$ cat src/rtl/alu_sequencer.sv
// Sequences one ALU operation: BEGIN strobe, operand loads, wait for END, then hold the result.
// Optional WAIT watchdog with abort pulse is enabled by defining ALU_SEQ_TIMEOUT_EN.
module alu_sequencer (
    input  logic        clk,
    input  logic        reset,
    input  logic        req_valid,
    output logic        req_ready,
    input  logic [1:0]  req_op,
    input  logic [7:0]  req_opa,
    input  logic [7:0]  req_opq,
    input  logic [7:0]  req_opm,
    output logic        rsp_valid,
    input  logic        rsp_ready,
    output logic [15:0] rsp_data,
    output logic        rsp_err,
    output logic        alu_begin,
    output logic [1:0]  alu_op,
    output logic [7:0]  alu_inbus,
    input  logic [7:0]  alu_outbus,
    input  logic        alu_end,
    output logic        alu_abort,
    output logic        busy
);

    typedef enum logic [2:0] {
        StIdle,
        StStart,
        StLoadA,
        StLoadQ,
        StLoadM,
        StWait,
        StHold
    } state_e;

    state_e      state_q, state_d;
    logic [1:0]  op_q;
    logic [7:0]  opa_q, opq_q, opm_q;
    logic [7:0]  prev_out_q;
    logic [15:0] rsp_data_q, rsp_data_d;
    logic        rsp_err_q, rsp_err_d;
    logic        accept;
    logic        end_seen;
    logic        timeout;

    assign accept   = req_valid && (state_q == StIdle);
    assign end_seen = (state_q == StWait) && alu_end;

`ifdef ALU_SEQ_TIMEOUT_EN
    logic [5:0] wdog_q;

    // Held at zero outside WAIT, so every WAIT entry starts from a cleared count.
    always_ff @(posedge clk or posedge reset) begin
        if (reset) begin
            wdog_q <= 6'd0;
        end else if (state_q != StWait) begin
            wdog_q <= 6'd0;
        end else if (!alu_end) begin
            wdog_q <= wdog_q + 6'd1;
        end
    end

    assign timeout = (state_q == StWait) && !alu_end && (wdog_q == 6'd63);
`else
    assign timeout = 1'b0;
`endif

    always_ff @(posedge clk or posedge reset) begin
        if (reset) begin
            state_q <= StIdle;
        end else begin
            state_q <= state_d;
        end
    end

    always_comb begin
        state_d = state_q;
        unique case (state_q)
            StIdle:  if (accept) state_d = StStart;
            StStart: state_d = (op_q == 2'b11) ? StLoadA : StLoadQ;
            StLoadA: state_d = StLoadQ;
            StLoadQ: state_d = StLoadM;
            StLoadM: state_d = StWait;
            StWait:  if (end_seen || timeout) state_d = StHold;
            StHold:  if (rsp_ready) state_d = StIdle;
            default: state_d = StIdle;
        endcase
    end

    always_ff @(posedge clk or posedge reset) begin
        if (reset) begin
            op_q       <= 2'b00;
            opa_q      <= 8'h00;
            opq_q      <= 8'h00;
            opm_q      <= 8'h00;
            prev_out_q <= 8'h00;
            rsp_data_q <= 16'h0000;
            rsp_err_q  <= 1'b0;
        end else begin
            if (accept) begin
                op_q  <= req_op;
                opa_q <= req_opa;
                opq_q <= req_opq;
                opm_q <= req_opm;
            end
            prev_out_q <= alu_outbus;
            rsp_data_q <= rsp_data_d;
            rsp_err_q  <= rsp_err_d;
        end
    end

    // A real END wins over a watchdog expiry in the same cycle.
    always_comb begin
        rsp_data_d = rsp_data_q;
        rsp_err_d  = rsp_err_q;
        if (end_seen) begin
            rsp_data_d = {prev_out_q, alu_outbus};
            rsp_err_d  = 1'b0;
        end else if (timeout) begin
            rsp_data_d = 16'h0000;
            rsp_err_d  = 1'b1;
        end
    end

    always_comb begin
        req_ready = (state_q == StIdle);
        busy      = (state_q != StIdle);
        rsp_valid = (state_q == StHold);
        alu_begin = (state_q == StStart);
        alu_op    = (state_q == StIdle) ? 2'b00 : op_q;
        alu_abort = timeout;
        rsp_data  = rsp_data_q;
        rsp_err   = rsp_err_q;
        alu_inbus = 8'h00;
        unique case (state_q)
            StLoadA: alu_inbus = opa_q;
            StLoadQ: alu_inbus = opq_q;
            StLoadM: alu_inbus = opm_q;
            default: alu_inbus = 8'h00;
        endcase
    end

    // A stalled response must stay put until the consumer takes it.
    assert property (@(posedge clk) disable iff (reset)
        (rsp_valid && !rsp_ready) |=> (rsp_valid && $stable(rsp_data) && $stable(rsp_err)));

    assert property (@(posedge clk) disable iff (reset) alu_abort |=> !alu_abort);

endmodule
$ cat config.mk
export PLATFORM = sky130hd
export DESIGN_NAME = alu_sequencer
export DESIGN_NICKNAME = d
export VERILOG_FILES = /design/src/rtl/alu_sequencer.sv
export SDC_FILE = /design/constraint.sdc
export NUM_CORES = 1
export LEC_CHECK = 0
export ABC_AREA = 1
export BUFFER_PORTS_ARGS = -buffer_cell sky130_fd_sc_hd__buf_2
export CAP_MARGIN = 25
export CORE_ASPECT_RATIO = 2
export CORE_MARGIN = 4
export CORE_UTILIZATION = 25
export DETAILED_ROUTE_END_ITERATION = 8
export PLACE_DENSITY = 0.5
export SLEW_MARGIN = 20
export SYNTH_ARGS = -nofsm -noshare
export SYNTH_HDL_FRONTEND = slang
export SYNTH_SLANG_ARGS = --single-unit
$ cat constraint.sdc
create_clock -name clk -period 2.1 [get_ports clk]
set_input_delay 0.21 -clock clk [delete_from_list [all_inputs] [get_ports clk]]
set_output_delay 0.21 -clock clk [all_outputs]
set_load 0.005 [all_outputs]
==> results.md <==
- Worst hold-check slack: -0.0107 ns
- Clock network latency to the later pin of the worst-skew pair: 0.29 ns
- Worst IR drop on VDD: 0.000435 V
- Gpl congestion: 0.801
- Dpl ws: 0.414 ns
- Total via count in the routed design: 1864
- Count of port buffers added during placement: 68
- Sinks on Clock Net: 53
- Antenna Cells: 0
- Nets: 367
- Yosys Warn Count: 0
- Area taken by multi-input logic gates: 791 um2
- CTS Hold Bufs: 0
- Leakage component of the power: 1.62 nW
- Top cell type's share of synthesized area: 56.9%
- Syn Inst Count: 262
- Wire length of the first global-routing pass: 9.84 mm
- Die width: 76.3 um
- Antenna violations before repair: 0
- Post-synthesis async set-or-reset flop share: 100%
- Synthesis-to-finish area growth: 24.2%
- Total of fill cells in the finished design: 979
- CP peak stage delay: 0.49 ns
- Dominant cell type by area after synthesis: sky130_fd_sc_hd__dfrtp_1
- Number of distinct library cells after synthesis: 25
- Clock tree from TritonCTS: done
- Final setup skew: 0.00564 ns
- Cell with the most instances after synthesis: sky130_fd_sc_hd__nand2_1
- Worst-case register-to-register setup slack: 0.42 ns
- Crit path arrival time: 1.68 ns
- Run status: finished with violations
- Share of post-route cells with drive strength above 1: 31.6%
- Maxcap violations: 0
- Clock input transition at the sequential cells of the worst setup and hold paths: 0.07 ns
- DRC viols: 0
- Worst hold-check path type: in -> async
- HPWL after detailed placement: 4.41 mm
- Final non-filler cell area: 2890 um2
- Number of standard-cell rows in the floorplan: 49
- Transition time at the pin with the least slew margin: 0.636 ns
- Final worst-path cycle share: 89.8%
- Cell types with the largest area share after synthesis: sky130_fd_sc_hd__dfrtp_1 (57%), sky130_fd_sc_hd__nand2_1 (14%), sky130_fd_sc_hd__nand3_1 (5.8%)
- Syn Std Cell Area: 2330 um2
- Category of cells accounting for the largest share of critical-path delay: buffers and inverters
- Sum of negative setup slack: 0 ns
- Top cells by count, synth: sky130_fd_sc_hd__nand2_1 (85), sky130_fd_sc_hd__dfrtp_1 (53), sky130_fd_sc_hd__inv_1 (31), sky130_fd_sc_hd__nand3_1 (27), sky130_fd_sc_hd__o21ai_1 (10)
- First-pass iteration count of the detailed router: 4
- Synth Register Bits: 53
- Type of origin of the critical path: register
- Final critical delay including setup and external delays: 1.89 ns
- Kind of critical path: reg -> out
- Vias in the first global route: 1995
- List of cells traversed by the critical path: inv_2 -> nand3_1 -> inv_1 -> nand2_1 -> nand3_1 -> buf_2
- Dominant cell type by count on the critical path: sky130_fd_sc_hd__nand3_1
- Sequential cell area fraction in the yosys report: 56.9%
- Starting density of the core: 25.7%
- Post-cts sizing count: 0
- Highest-delay cell along the critical path: sky130_fd_sc_hd__dfrtp_1
- Crit path buffers/inverters: 3
- Largest fanout of any net on the critical path: 8
- Power density cells: 1340 nW/um2
- Worst Slack Setup Final: 0.214 ns
- Final-report max-slew violation count: 0
- Data required, critical path: 1.89 ns
- Global router's overall resource usage: 11.3%
- Worst slew margin relative to its limit: 57.6%
- Antenna Violating Nets Remaining: 0
- Number of buffers inserted by post-CTS setup repair: 0
- Residual overflow from global routing: 0
- Core area: 9070 um2
- Violated checks: hold timing
- Ports placed on the boundary: 71
- Sequential cell area in the final layout: 1330 um2
- Maximum number of pins on one net before global-route repair: 33
- Post-Synthesis Mean Instance Area: 8.90 um2
- Placed instance area: 2750 um2
- Routed length per instance: 13.3 um
- Die area: 11000 um2
- Initial drt markers: 73
- DIE HEIGHT: 145 um
- Count of flip-flops with a built-in enable after synthesis: 0
- Hold violation total from the final report: 9
- H-Tree Level Count: 2
- Maximum clock insertion buffer count: 2
- Final Routed Wirelength: 5.75 mm
- Vias per inst: 4.32
- Setup violation total in the final timing report: 0
- Ys flop type: sky130_fd_sc_hd__dfrtp_1
- CTS Root Buffer Type: sky130_fd_sc_hd__clkbuf_16
- Inserted Clock Buffers: 5
- Fmax achieved: 530 MHz
- RSZ-0062 raised after global routing: no
- Kind of capture point of the worst setup path: output port
-- path summary, 6_finish.rpt --
path | depth (start not counted) | start | end
worst max-delay path | 6 | state_q[2]$_DFFE_PP0P_ | alu_inbus[1]
worst min-delay path | 2 | reset | rsp_data[1]$_DFFE_PP0P_
worst max register to register | 4 | state_q[1]$_DFFE_PP0P_ | rsp_data[2]$_DFFE_PP0P_
worst min register to register | 2 | opa_q[2]$_DFFE_PP0P_ | opa_q[2]$_DFFE_PP0P_
max in group asynchronous | 3 | reset | prev_out_q[3]$_DFF_PP0_
min in group clk | 1 | alu_outbus[0] | prev_out_q[0]$_DFF_PP0_
-- area by class of cell --
cell class | instances | area share (%)
sequential | 53 | 45.8
timing repair buffer | 71 | 13.0
clock buffer | 6 | 4.45
multi-input combinational | 163 | 27.3
tap | 102 | 4.41
clock inverter | 2 | 0.519
inverter | 34 | 4.50
-- power by group --
group / internal, W / total, W / switching, W
combinational: 0.000567 / 0.00141 / 0.000846
sequential: 0.00142 / 0.00167 / 0.000242
clock: 0.000442 / 0.000802 / 0.000360
total: 0.00243 / 0.00388 / 0.00145
-- worst reg2reg max path: cells and delay by family, from the launching register on --
family	cells	cell delay, ns
buffers and inverters	1	0.36
and+or+nand+nor	2	0.67
DFF	1	0.48
AOI/OAI and AO/OA	1	0.10
-- cells in the final DEF (no fill, tap or decap), types with 6 or more instances in the layout --
| master | instances |
|---|---|
| sky130_fd_sc_hd__dfrtp_1 | 53 |
| sky130_fd_sc_hd__o21ai_2 | 6 |
| sky130_fd_sc_hd__a21oi_2 | 6 |
| sky130_fd_sc_hd__nor2_2 | 6 |
| sky130_fd_sc_hd__nand3_1 | 27 |
| sky130_fd_sc_hd__nand2_1 | 85 |
| sky130_fd_sc_hd__buf_2 | 68 |
| sky130_fd_sc_hd__inv_1 | 30 |
| sky130_fd_sc_hd__nor2_1 | 8 |
| sky130_fd_sc_hd__o21ai_1 | 10 |
-- state kept, by name (all words and copies together), names as in the netlist --
signal      count
rsp_data       16
opa_q           8
opm_q           8
opq_q           8
prev_out_q      8
state_q         3
op_q            2
-- through the flow --
step                std cells  util [%]  total power, W  hold slack (ns)
floorplan                 263         -         0.00261            0.241
global placement          423      30.3         0.00310            0.320
detailed placement        423      30.3         0.00314            0.333
CTS                       431      31.9         0.00397           0.0131
global route              431      31.9         0.00426           0.0300
finish                    431      31.9         0.00388          -0.0107
-- logic make-up (layout without fill, tap and decap cells) --
logic type,Yosys count,after routing,synth area share [%]
AO/OA/AOI/OAI,27,27,8.21
buffers and inverters,47,113,9.34
flip-flops,53,53,56.9
other,1,2,0.161
AND/OR/NAND/NOR,134,134,25.4
-- per-layer routing --
| layer | routed length, um | track usage, % |
|---|---|---|
| met5 | 0 | 0 |
| met2 | 3100 | 21.3 |
| met4 | 86 | 3.72 |
| met3 | 303 | 3.05 |
| met1 | 2260 | 12.2 |
(Power assumes the default switching activity.)
